$ cat config.mk
export PLATFORM = sky130hd
export DESIGN_NAME = mpq_host
export DESIGN_NICKNAME = d
export VERILOG_FILES = /design/src/rtl/mpq_host.sv
export SDC_FILE = /design/constraint.sdc
export NUM_CORES = 2
export LEC_CHECK = 0
export BUFFER_PORTS_ARGS = -buffer_cell sky130_fd_sc_hd__buf_2
export CORE_ASPECT_RATIO = 1.75
export CORE_MARGIN = 2
export CORE_UTILIZATION = 40
export CTS_BUF_LIST = sky130_fd_sc_hd__clkbuf_2 sky130_fd_sc_hd__clkbuf_4 sky130_fd_sc_hd__clkbuf_8
export CTS_CLUSTER_SIZE = 14
export DETAILED_ROUTE_END_ITERATION = 8
export SLEW_MARGIN = 10
export SYNTH_ARGS = -nofsm -noshare
export SYNTH_HDL_FRONTEND = slang
export SYNTH_SLANG_ARGS = --single-unit
$ cat constraint.sdc
create_clock -name clk -period 2.4 [get_ports clk]
set_input_delay 0.12 -clock clk [delete_from_list [all_inputs] [get_ports clk]]
set_output_delay 0.12 -clock clk [all_outputs]
set_load 0.03 [all_outputs]
$ cat src/rtl/mpq_host.sv
// mpq_host: script-driven host for a priority-queue engine. Reads a script
// from byte memory, resets and loads the queue, issues commands, captures
// result writes into a 256-byte buffer and flags completion.
// Ports: clk, rst (async, active high), start; mem_rd/mem_addr/mem_q script
// memory; mpq_rst, data_valid/data load stream; cmd_valid/cmd/index/value
// command port; busy, RAM_valid/RAM_A/RAM_D, done from the queue;
// rd_addr/rd_data result readback; finish, res_cnt, pass status.
// Optional macro MPQ_HOST_CHK_SUM_EN: read an expected checksum byte after
// the terminal record and set pass when it equals the sum of captured data.
module mpq_host (
    input  logic       clk,
    input  logic       rst,
    input  logic       start,
    output logic       mem_rd,
    output logic [9:0] mem_addr,
    input  logic [7:0] mem_q,
    output logic       mpq_rst,
    output logic       data_valid,
    output logic [7:0] data,
    output logic       cmd_valid,
    output logic [2:0] cmd,
    output logic [7:0] index,
    output logic [7:0] value,
    input  logic       busy,
    input  logic       RAM_valid,
    input  logic [7:0] RAM_A,
    input  logic [7:0] RAM_D,
    input  logic       done,
    input  logic [7:0] rd_addr,
    output logic [7:0] rd_data,
    output logic       finish,
    output logic [8:0] res_cnt,
    output logic       pass
);

    localparam logic [3:0] S_IDLE  = 4'd0;
    localparam logic [3:0] S_PRE   = 4'd1;
    localparam logic [3:0] S_LOAD  = 4'd2;
    localparam logic [3:0] S_WLOAD = 4'd3;
    localparam logic [3:0] S_FETCH = 4'd4;
    localparam logic [3:0] S_ISSUE = 4'd5;
    localparam logic [3:0] S_WBUSY = 4'd6;
    localparam logic [3:0] S_CAPT  = 4'd7;
    localparam logic [3:0] S_FIN   = 4'd8;

    logic [3:0] r_state;
    logic [9:0] r_addr;
    logic [7:0] r_n;
    logic [7:0] r_cnt;
    logic [1:0] r_fc;
    logic       r_term;
    logic       r_skip;
    logic       r_finish;
    logic [2:0] r_cmd;
    logic [7:0] r_index;
    logic [7:0] r_value;
    logic [8:0] r_res_cnt;
    logic [7:0] r_buf [256];

    logic w_idle;
    logic w_rd;
    logic w_wr;

`ifdef MPQ_HOST_CHK_SUM_EN
    logic       r_cs_rd;
    logic       r_cs_got;
    logic [7:0] r_sum;
    logic [7:0] r_exp;
    logic       r_pass;
`endif

    assign w_idle = (r_state == S_IDLE) || (r_state == S_FIN);
    assign w_wr   = (r_state == S_CAPT) && RAM_valid;

    // Read strobe is combinational so byte 0 is fetched in the start cycle
    // and byte 1 during PRE, letting the load stream begin right after PRE.
    always_comb begin
        w_rd = 1'b0;
        case (r_state)
            S_IDLE, S_FIN: w_rd = start;
            S_PRE:         w_rd = 1'b1;
            S_LOAD:        w_rd = (r_cnt < r_n);
            S_FETCH:       w_rd = (r_fc != 2'd3);
`ifdef MPQ_HOST_CHK_SUM_EN
            S_CAPT:        w_rd = !r_cs_rd;
`endif
            default:       w_rd = 1'b0;
        endcase
    end

    always_ff @(posedge clk or posedge rst) begin
        if (rst) begin
            r_state   <= S_IDLE;
            r_addr    <= '0;
            r_n       <= '0;
            r_cnt     <= '0;
            r_fc      <= '0;
            r_term    <= 1'b0;
            r_skip    <= 1'b0;
            r_finish  <= 1'b0;
            r_cmd     <= '0;
            r_index   <= '0;
            r_value   <= '0;
            r_res_cnt <= '0;
        end else begin
            if (w_idle) begin
                if (start) r_addr <= 10'd1;
            end else if (w_rd) begin
                r_addr <= r_addr + 10'd1;
            end
            if (w_wr && (r_res_cnt != 9'd256))
                r_res_cnt <= r_res_cnt + 9'd1;
            case (r_state)
                S_IDLE, S_FIN: begin
                    if (start) begin
                        r_state   <= S_PRE;
                        r_res_cnt <= '0;
                        r_finish  <= 1'b0;
                    end
                end
                S_PRE: begin
                    r_n     <= mem_q;
                    r_cnt   <= 8'd1;
                    r_state <= S_LOAD;
                end
                S_LOAD: begin
                    if (r_cnt < r_n) r_cnt <= r_cnt + 8'd1;
                    else             r_state <= S_WLOAD;
                end
                S_WLOAD: begin
                    if (!busy) begin
                        r_fc    <= '0;
                        r_state <= S_FETCH;
                    end
                end
                S_FETCH: begin
                    r_fc <= r_fc + 2'd1;
                    case (r_fc)
                        2'd1: begin
                            r_cmd  <= mem_q[2:0];
                            r_term <= (mem_q >= 8'd4);
                        end
                        2'd2: r_index <= mem_q;
                        2'd3: begin
                            r_value <= mem_q;
                            r_state <= S_ISSUE;
                        end
                        default: ;
                    endcase
                end
                S_ISSUE: begin
                    if (!busy) begin
                        r_skip  <= 1'b1;
                        r_state <= r_term ? S_CAPT : S_WBUSY;
                    end
                end
                S_WBUSY: begin
                    // Queue raises busy one cycle late; skip that cycle.
                    if (r_skip) begin
                        r_skip <= 1'b0;
                    end else if (!busy) begin
                        r_fc    <= '0;
                        r_state <= S_FETCH;
                    end
                end
                S_CAPT: begin
                    if (RAM_valid && done) begin
                        r_finish <= 1'b1;
                        r_state  <= S_FIN;
                    end
                end
                default: r_state <= S_IDLE;
            endcase
        end
    end

    always_ff @(posedge clk) begin
        if (w_wr) r_buf[RAM_A] <= RAM_D;
    end

`ifdef MPQ_HOST_CHK_SUM_EN
    always_ff @(posedge clk or posedge rst) begin
        if (rst) begin
            r_cs_rd  <= 1'b0;
            r_cs_got <= 1'b0;
            r_sum    <= '0;
            r_exp    <= '0;
            r_pass   <= 1'b0;
        end else if (w_idle && start) begin
            r_cs_rd  <= 1'b0;
            r_cs_got <= 1'b0;
            r_sum    <= '0;
            r_pass   <= 1'b0;
        end else begin
            if ((r_state == S_CAPT) && !r_cs_rd) r_cs_rd <= 1'b1;
            if (r_cs_rd && !r_cs_got) begin
                r_exp    <= mem_q;
                r_cs_got <= 1'b1;
            end
            if (w_wr) r_sum <= r_sum + RAM_D;
            if (r_state == S_FIN) r_pass <= r_cs_got && (r_sum == r_exp);
        end
    end
    assign pass = r_pass;
`else
    assign pass = 1'b0;
`endif

    assign mem_rd     = w_rd;
    assign mem_addr   = w_idle ? 10'd0 : r_addr;
    assign mpq_rst    = (r_state == S_PRE);
    assign data_valid = (r_state == S_LOAD);
    assign data       = data_valid ? mem_q : 8'd0;
    assign cmd_valid  = (r_state == S_ISSUE) && !busy;
    assign cmd        = r_cmd;
    assign index      = r_index;
    assign value      = r_value;
    assign finish     = r_finish;
    assign res_cnt    = r_res_cnt;
    assign rd_data    = r_buf[rd_addr];

endmodule
Yosys cells after proc, flatten, opt, wreduce, memory -nomap -nowiden --
Memories as Yosys holds them, arrays and structs flattened. Index checks and enable logic that the tools add are counted. W data, S select, Z words.
Word-level totals: memories 1, RAM bits 2048, flip-flop bits (word level) 63, output and inout bits 60, bits in latches 0, input port bits 38, ROM bits 0, word-level logic and storage cells 92
Memory list:
- r_buf | words 256, width 8, read ports 1, clocked after Yosys merged registers in 0, wr ports 1, line 58 | logic [7:0] r_buf [256];
Cells by class: $add $sub $neg 4, order comparisons 2, bitwise logic cells 0, shift operators 0, reductions and logical operators 22, equal/unequal tests 21, multiplexer cells 30, div/mod/pow operators 0, multiply operators 0
Operators by type and width (count):
- $mux W10 | 4
- $pmux W4 S8 | 1
- $mux W4 | 7
- $mux W9 | 3
- $eq A4 B3 Y1 const B | 4
- $mux W8 | 2
- $pmux W8 S2 | 1
- $ne A2 B2 Y1 const B | 7
- $reduce_and A2 Y1 | 7
- $add A10 B1 Y10 const B | 1
- $add A9 B1 Y9 const B | 1
- $ne A9 B9 Y1 const B | 1
- $add A8 B1 Y8 const B | 1
- $eq A4 B2 Y1 const B | 2
- $ge A8 B3 Y1 const B | 1
- $lt A8 B8 Y1 | 1
- $reduce_bool A2 Y1 | 4
- $mux W1 | 6
- $pmux W2 S3 | 1
- $reduce_and A6 Y1 | 1
- $eq A2 B2 Y1 const B | 2
- $eq A4 B1 Y1 const B | 1
- $eq A4 B4 Y1 const B | 1
- $logic_and A1 B1 Y1 | 4
- 12 further kinds | 15

Longest topological paths before layout --
depth after elaboration 6, gate-level depth with buffers 11, mapped depth without buffers 10

Worst setup path after synthesis --
No wires, ideal clock.
kind input to output, from input rd_addr[2], to output rd_data[1], cell stages on the path 8, slack -0.141 ns, arrival 2.421 ns, path buffers 3, required time 2.280 ns, cells stage by stage buf_2 buf_2 nor2_1 clkbuf_1 a21oi_1 a22oi_1 nand3_1 a311oi_1
Between the ends: cells in the longest elaborated chain, start to end 1
Ends and longest elaborated chain:
- from (decl) | line 29 | input logic [7:0] rd_addr,
- $mem_v2 Z256 W8
- to (decl) | line 30 | output logic [7:0] rd_data,
Every way passes these cells.

Final worst setup path --
from memory r_buf[112][4], to output rd_data[4]
Between the ends: cells in the longest elaborated chain, start to end 1
Ends and longest elaborated chain (line):
- from (decl) | 58
- $mem_v2 Z256 W8
Every way passes these cells.

==> impl_metrics.csv <==
group,metric,value,unit
final_layout,drive_above_1_share,0.3958,
sta,rsz0062_at_grt,"true",
routing,vias,41930,
cts,clock_tree.root_cell,"clkbuf_8",
cts,cts_sinks,2111,
placement,place_worst_setup_slack,-1.042,ns
yosys,synth_ff_type,"edfxtp_1",
yosys,yosysWarnings,0,
flow_run,maxCapViolations,0,
worst_setup_path,worst-setup-path-type,"reg -> out",
cts,insertion_delay,0.92,ns
yosys,synth.top_cells.by_count,"2048 x edfxtp_1, 572 x mux4_2, 306 x nor2_1",
routing,drcViolationCount,0,
routing,wl_per_cell,27.98,um
worst_hold_path,worstHoldPathType,"in -> reg",
yosys,syn-cell-area,0.08242,mm2
sta,finalSetupTns,-8.293,ns
yosys,yosysSeqAreaShare,0.7653,
worst_setup_path,path_max_fanout,1,
yosys,yosysTopAreaCell,"edfxtp_1",
floorplanning,start_util,0.4019,
worst_setup_path,worstPathCellList,"mux4_2 > mux4_2 > mux2i_1 > o21ai_1 > nor3_1 > nor3_4 > buf_6",
cts,cts_buffers,307,
cts,clk_path_buf_depth,4,
worst_setup_path,crit_slowest_cell,"mux4_2",
worst_setup_path,cp-start-kind,"flip-flop",
worst_setup_path,critical_path_required,2.28,ns
yosys,ys_async_sr_fraction,0.02984,
sta,worst_pin_slew,0.7882,ns
sta,fin_crit,3.424,ns
yosys,synth_most_common_cell,"edfxtp_1",
yosys,syn-instance-count,3842,
worst_setup_path,cp.arrival,3.30,ns
yosys,yosys.area.top_type_share,0.7461,
yosys,ys_seq_elements,2111,
yosys,yosysUniqueCellTypes,56,
routing,drtIter0Drc,3795,
power_and_ir_drop,p_leak,32.56,nW
sta,maxSlewViolCount,0,
worst_setup_path,crit_family,"multiplexers",
floorplanning,die_x,347.1,um
grt,overflow,0,
worst_setup_path,critPathMostFrequentCell,"mux4_2",
placement,io_buffers,96,
floorplanning,fp.dieArea,0.2099,mm2
worst_setup_path,worst-path-buf-inv,1,
floorplanning,dieHeight,604.5,um
sta,max_freq,0.2920,GHz
grt,grt_pass1_vias,44680,
floorplanning,core_area,0.2051,mm2
placement,dp_hpwl,141400,um
grt,grt_antenna_before_repair,8,
placement,place_congestion,0.8238,
routing,wl,214200,um
worst_setup_path,cp_slowest_stage_delay,0.50,ns
status,outcome,"finished, violations left",
grt,grt_pass1_wl,309000,um
power_and_ir_drop,ir_worst_vdd,0.8462,mV
final_layout,syn_to_final_growth,19.93,%
cts,clk_pin_slew,0.06,ns
grt,grt_start_max_net_pins,129,
floorplanning,num_rows,220,
worst_setup_path,endpoint_kind,"output pin",
yosys,synth_fp_nets,3894,
yosys,ys_top_cells_by_area,"edfxtp_1 75%, mux4_2 16%, dfrtp_1 1.9%",
routing,viasPerCell,5.477,
sta,hold_viol,0,
power_and_ir_drop,power.density,775.8,mW/mm2
cts,htreeDepth,5,
sta,finClkSkew,0.06309,ns
sta,final.period_utilization,1.427,
sta,max_slew_margin,0.4733,
yosys,postSynthAreaPerCell,21.45,um2
sta,setup_viol,17,
floorplanning,io_pins,98,
cts,cts_tree,"yes",
status,failed_checks,"negative setup slack",
final_layout,finalNetCount,4827,
sta,worst_slack,-1.024,ns
routing,drtPass1Iterations,5,
yosys,synth_edf_count,2048,
grt,grtUsageTotal,0.2032,
routing,postRouteAntennaNets,0,
[cells by family after synthesis]
group | count (synthesis) | share of synthesized area
adders and majority gates | 14 | 0.002125
buffers and inverters | 240 | 0.01404
AOI/OAI and AO/OA | 228 | 0.01785
xor gates and xnor gates | 8 | 0.0008501
DFF | 2111 | 0.7653
other | 1 | 0.00004550
and+or+nand+nor | 554 | 0.02936
muxes | 686 | 0.1705
[final timing paths]
kind / depth (start not counted) / to / slack [ns] / startpoint
min in group asynchronous: 5 / res_cnt[0] / 0.39 / rst
max reg2reg: 9 / r_buf[225][4] / 0.07 / r_state[3]
max in group asynchronous: 5 / r_addr[0] / 1.68 / rst
min: 5 / r_buf[255][0] / 0.11 / RAM_A[4]
max: 7 / rd_data[4] / -1.02 / r_buf[112][4]
min reg2reg: 2 / r_n[0] / 0.49 / r_n[0]
[layout by cell type, fill, tap and decap left out, drive strengths merged, types with 11 or more instances in the layout]
| master | synthesis | routed |
|---|---|---|
| a211oi | 13 | 13 |
| a21oi | 47 | 47 |
| a22oi | 19 | 19 |
| a31oi | 14 | 14 |
| and2 | 20 | 20 |
| buf | 131 | 786 |
| bufinv | 0 | 11 |
| clkbuf | 86 | 395 |
| clkinv | 1 | 111 |
| dfrtp | 63 | 63 |
| dlygate4sd3 | 0 | 44 |
| edfxtp | 2048 | 2048 |
| ha | 14 | 14 |
| inv | 22 | 24 |
| mux2 | 22 | 22 |
| mux2i | 92 | 92 |
| mux4 | 572 | 572 |
| nand2 | 83 | 83 |
| nand2b | 16 | 16 |
| nand3 | 45 | 45 |
| nor2 | 306 | 306 |
| nor2b | 11 | 11 |
| nor3 | 29 | 29 |
| o211ai | 11 | 11 |
| o21ai | 40 | 40 |
| o22ai | 39 | 39 |
| or3 | 10 | 11 |
[layer usage]
metal / GRT usage / share of wire / up-vias
li1: - / - / 17880
met1: 0.2326 / 0.36 / 22270
met2: 0.3806 / 0.55 / 1382
met3: 0.02928 / 0.048 / 385
met4: 0.07856 / 0.039 / 8
met5: 0 / 0.00023 / -
[power by group]
group / total (mW) / internal [mW] / switching [mW]
registers: 41.1 / 40.8 / 0.265
logic: 7.77 / 3.27 / 4.50
clock network: 27.9 / 14.5 / 13.4
total: 76.7 / 58.6 / 18.1
[state kept, by name (all words and copies together), names as in the netlist, 2 cells and up]
signal / flops
r_buf: 2048
r_addr: 10
res_cnt: 9
index: 8
r_cnt: 8
r_n: 8
value: 8
r_state: 4
cmd: 3
r_fc: 2
[timing repair]
item	in CTS	in global routing
endpoints found under the hold margin	1419	0
resized for setup	109	59
hold buffers	44	0
endpoints found under the setup margin	45	565
gates cloned	1	2
buffers inserted	10	9
pin swaps	15	21
[per-stage QoR]
stage	hold slack, ns	util	instances	instance area (um2)	power [mW]
after floorplan	0.2189	-	3842	82550	45.70
after global placement	0.2181	0.4479	7068	91850	48.67
after detailed placement	0.2173	0.4479	7068	91850	48.79
after CTS	0.03123	0.4806	7641	98570	77.20
after global routing	0.09132	0.4820	7653	98850	79.19
final	0.1074	0.4820	7655	98850	76.69
[area by class of cell]
type	count	area, um2
well taps	2664	3333
multi-input cells	1492	18770
clock buffers	386	4887
clock inverters	133	883.3
flip-flops and latches	2111	63080
fillers	16560	106200
inverters	23	90.09
repair buffers	840	7802
diodes	6	15.01
[worst min-delay path, stage by stage]
cell     delay (ns)
buf_2          0.16
nand4_1        0.09
buf_4          0.26
nor2_2         0.08
buf_12         0.15
Note: power is estimated with default switching activity, not from simulation.
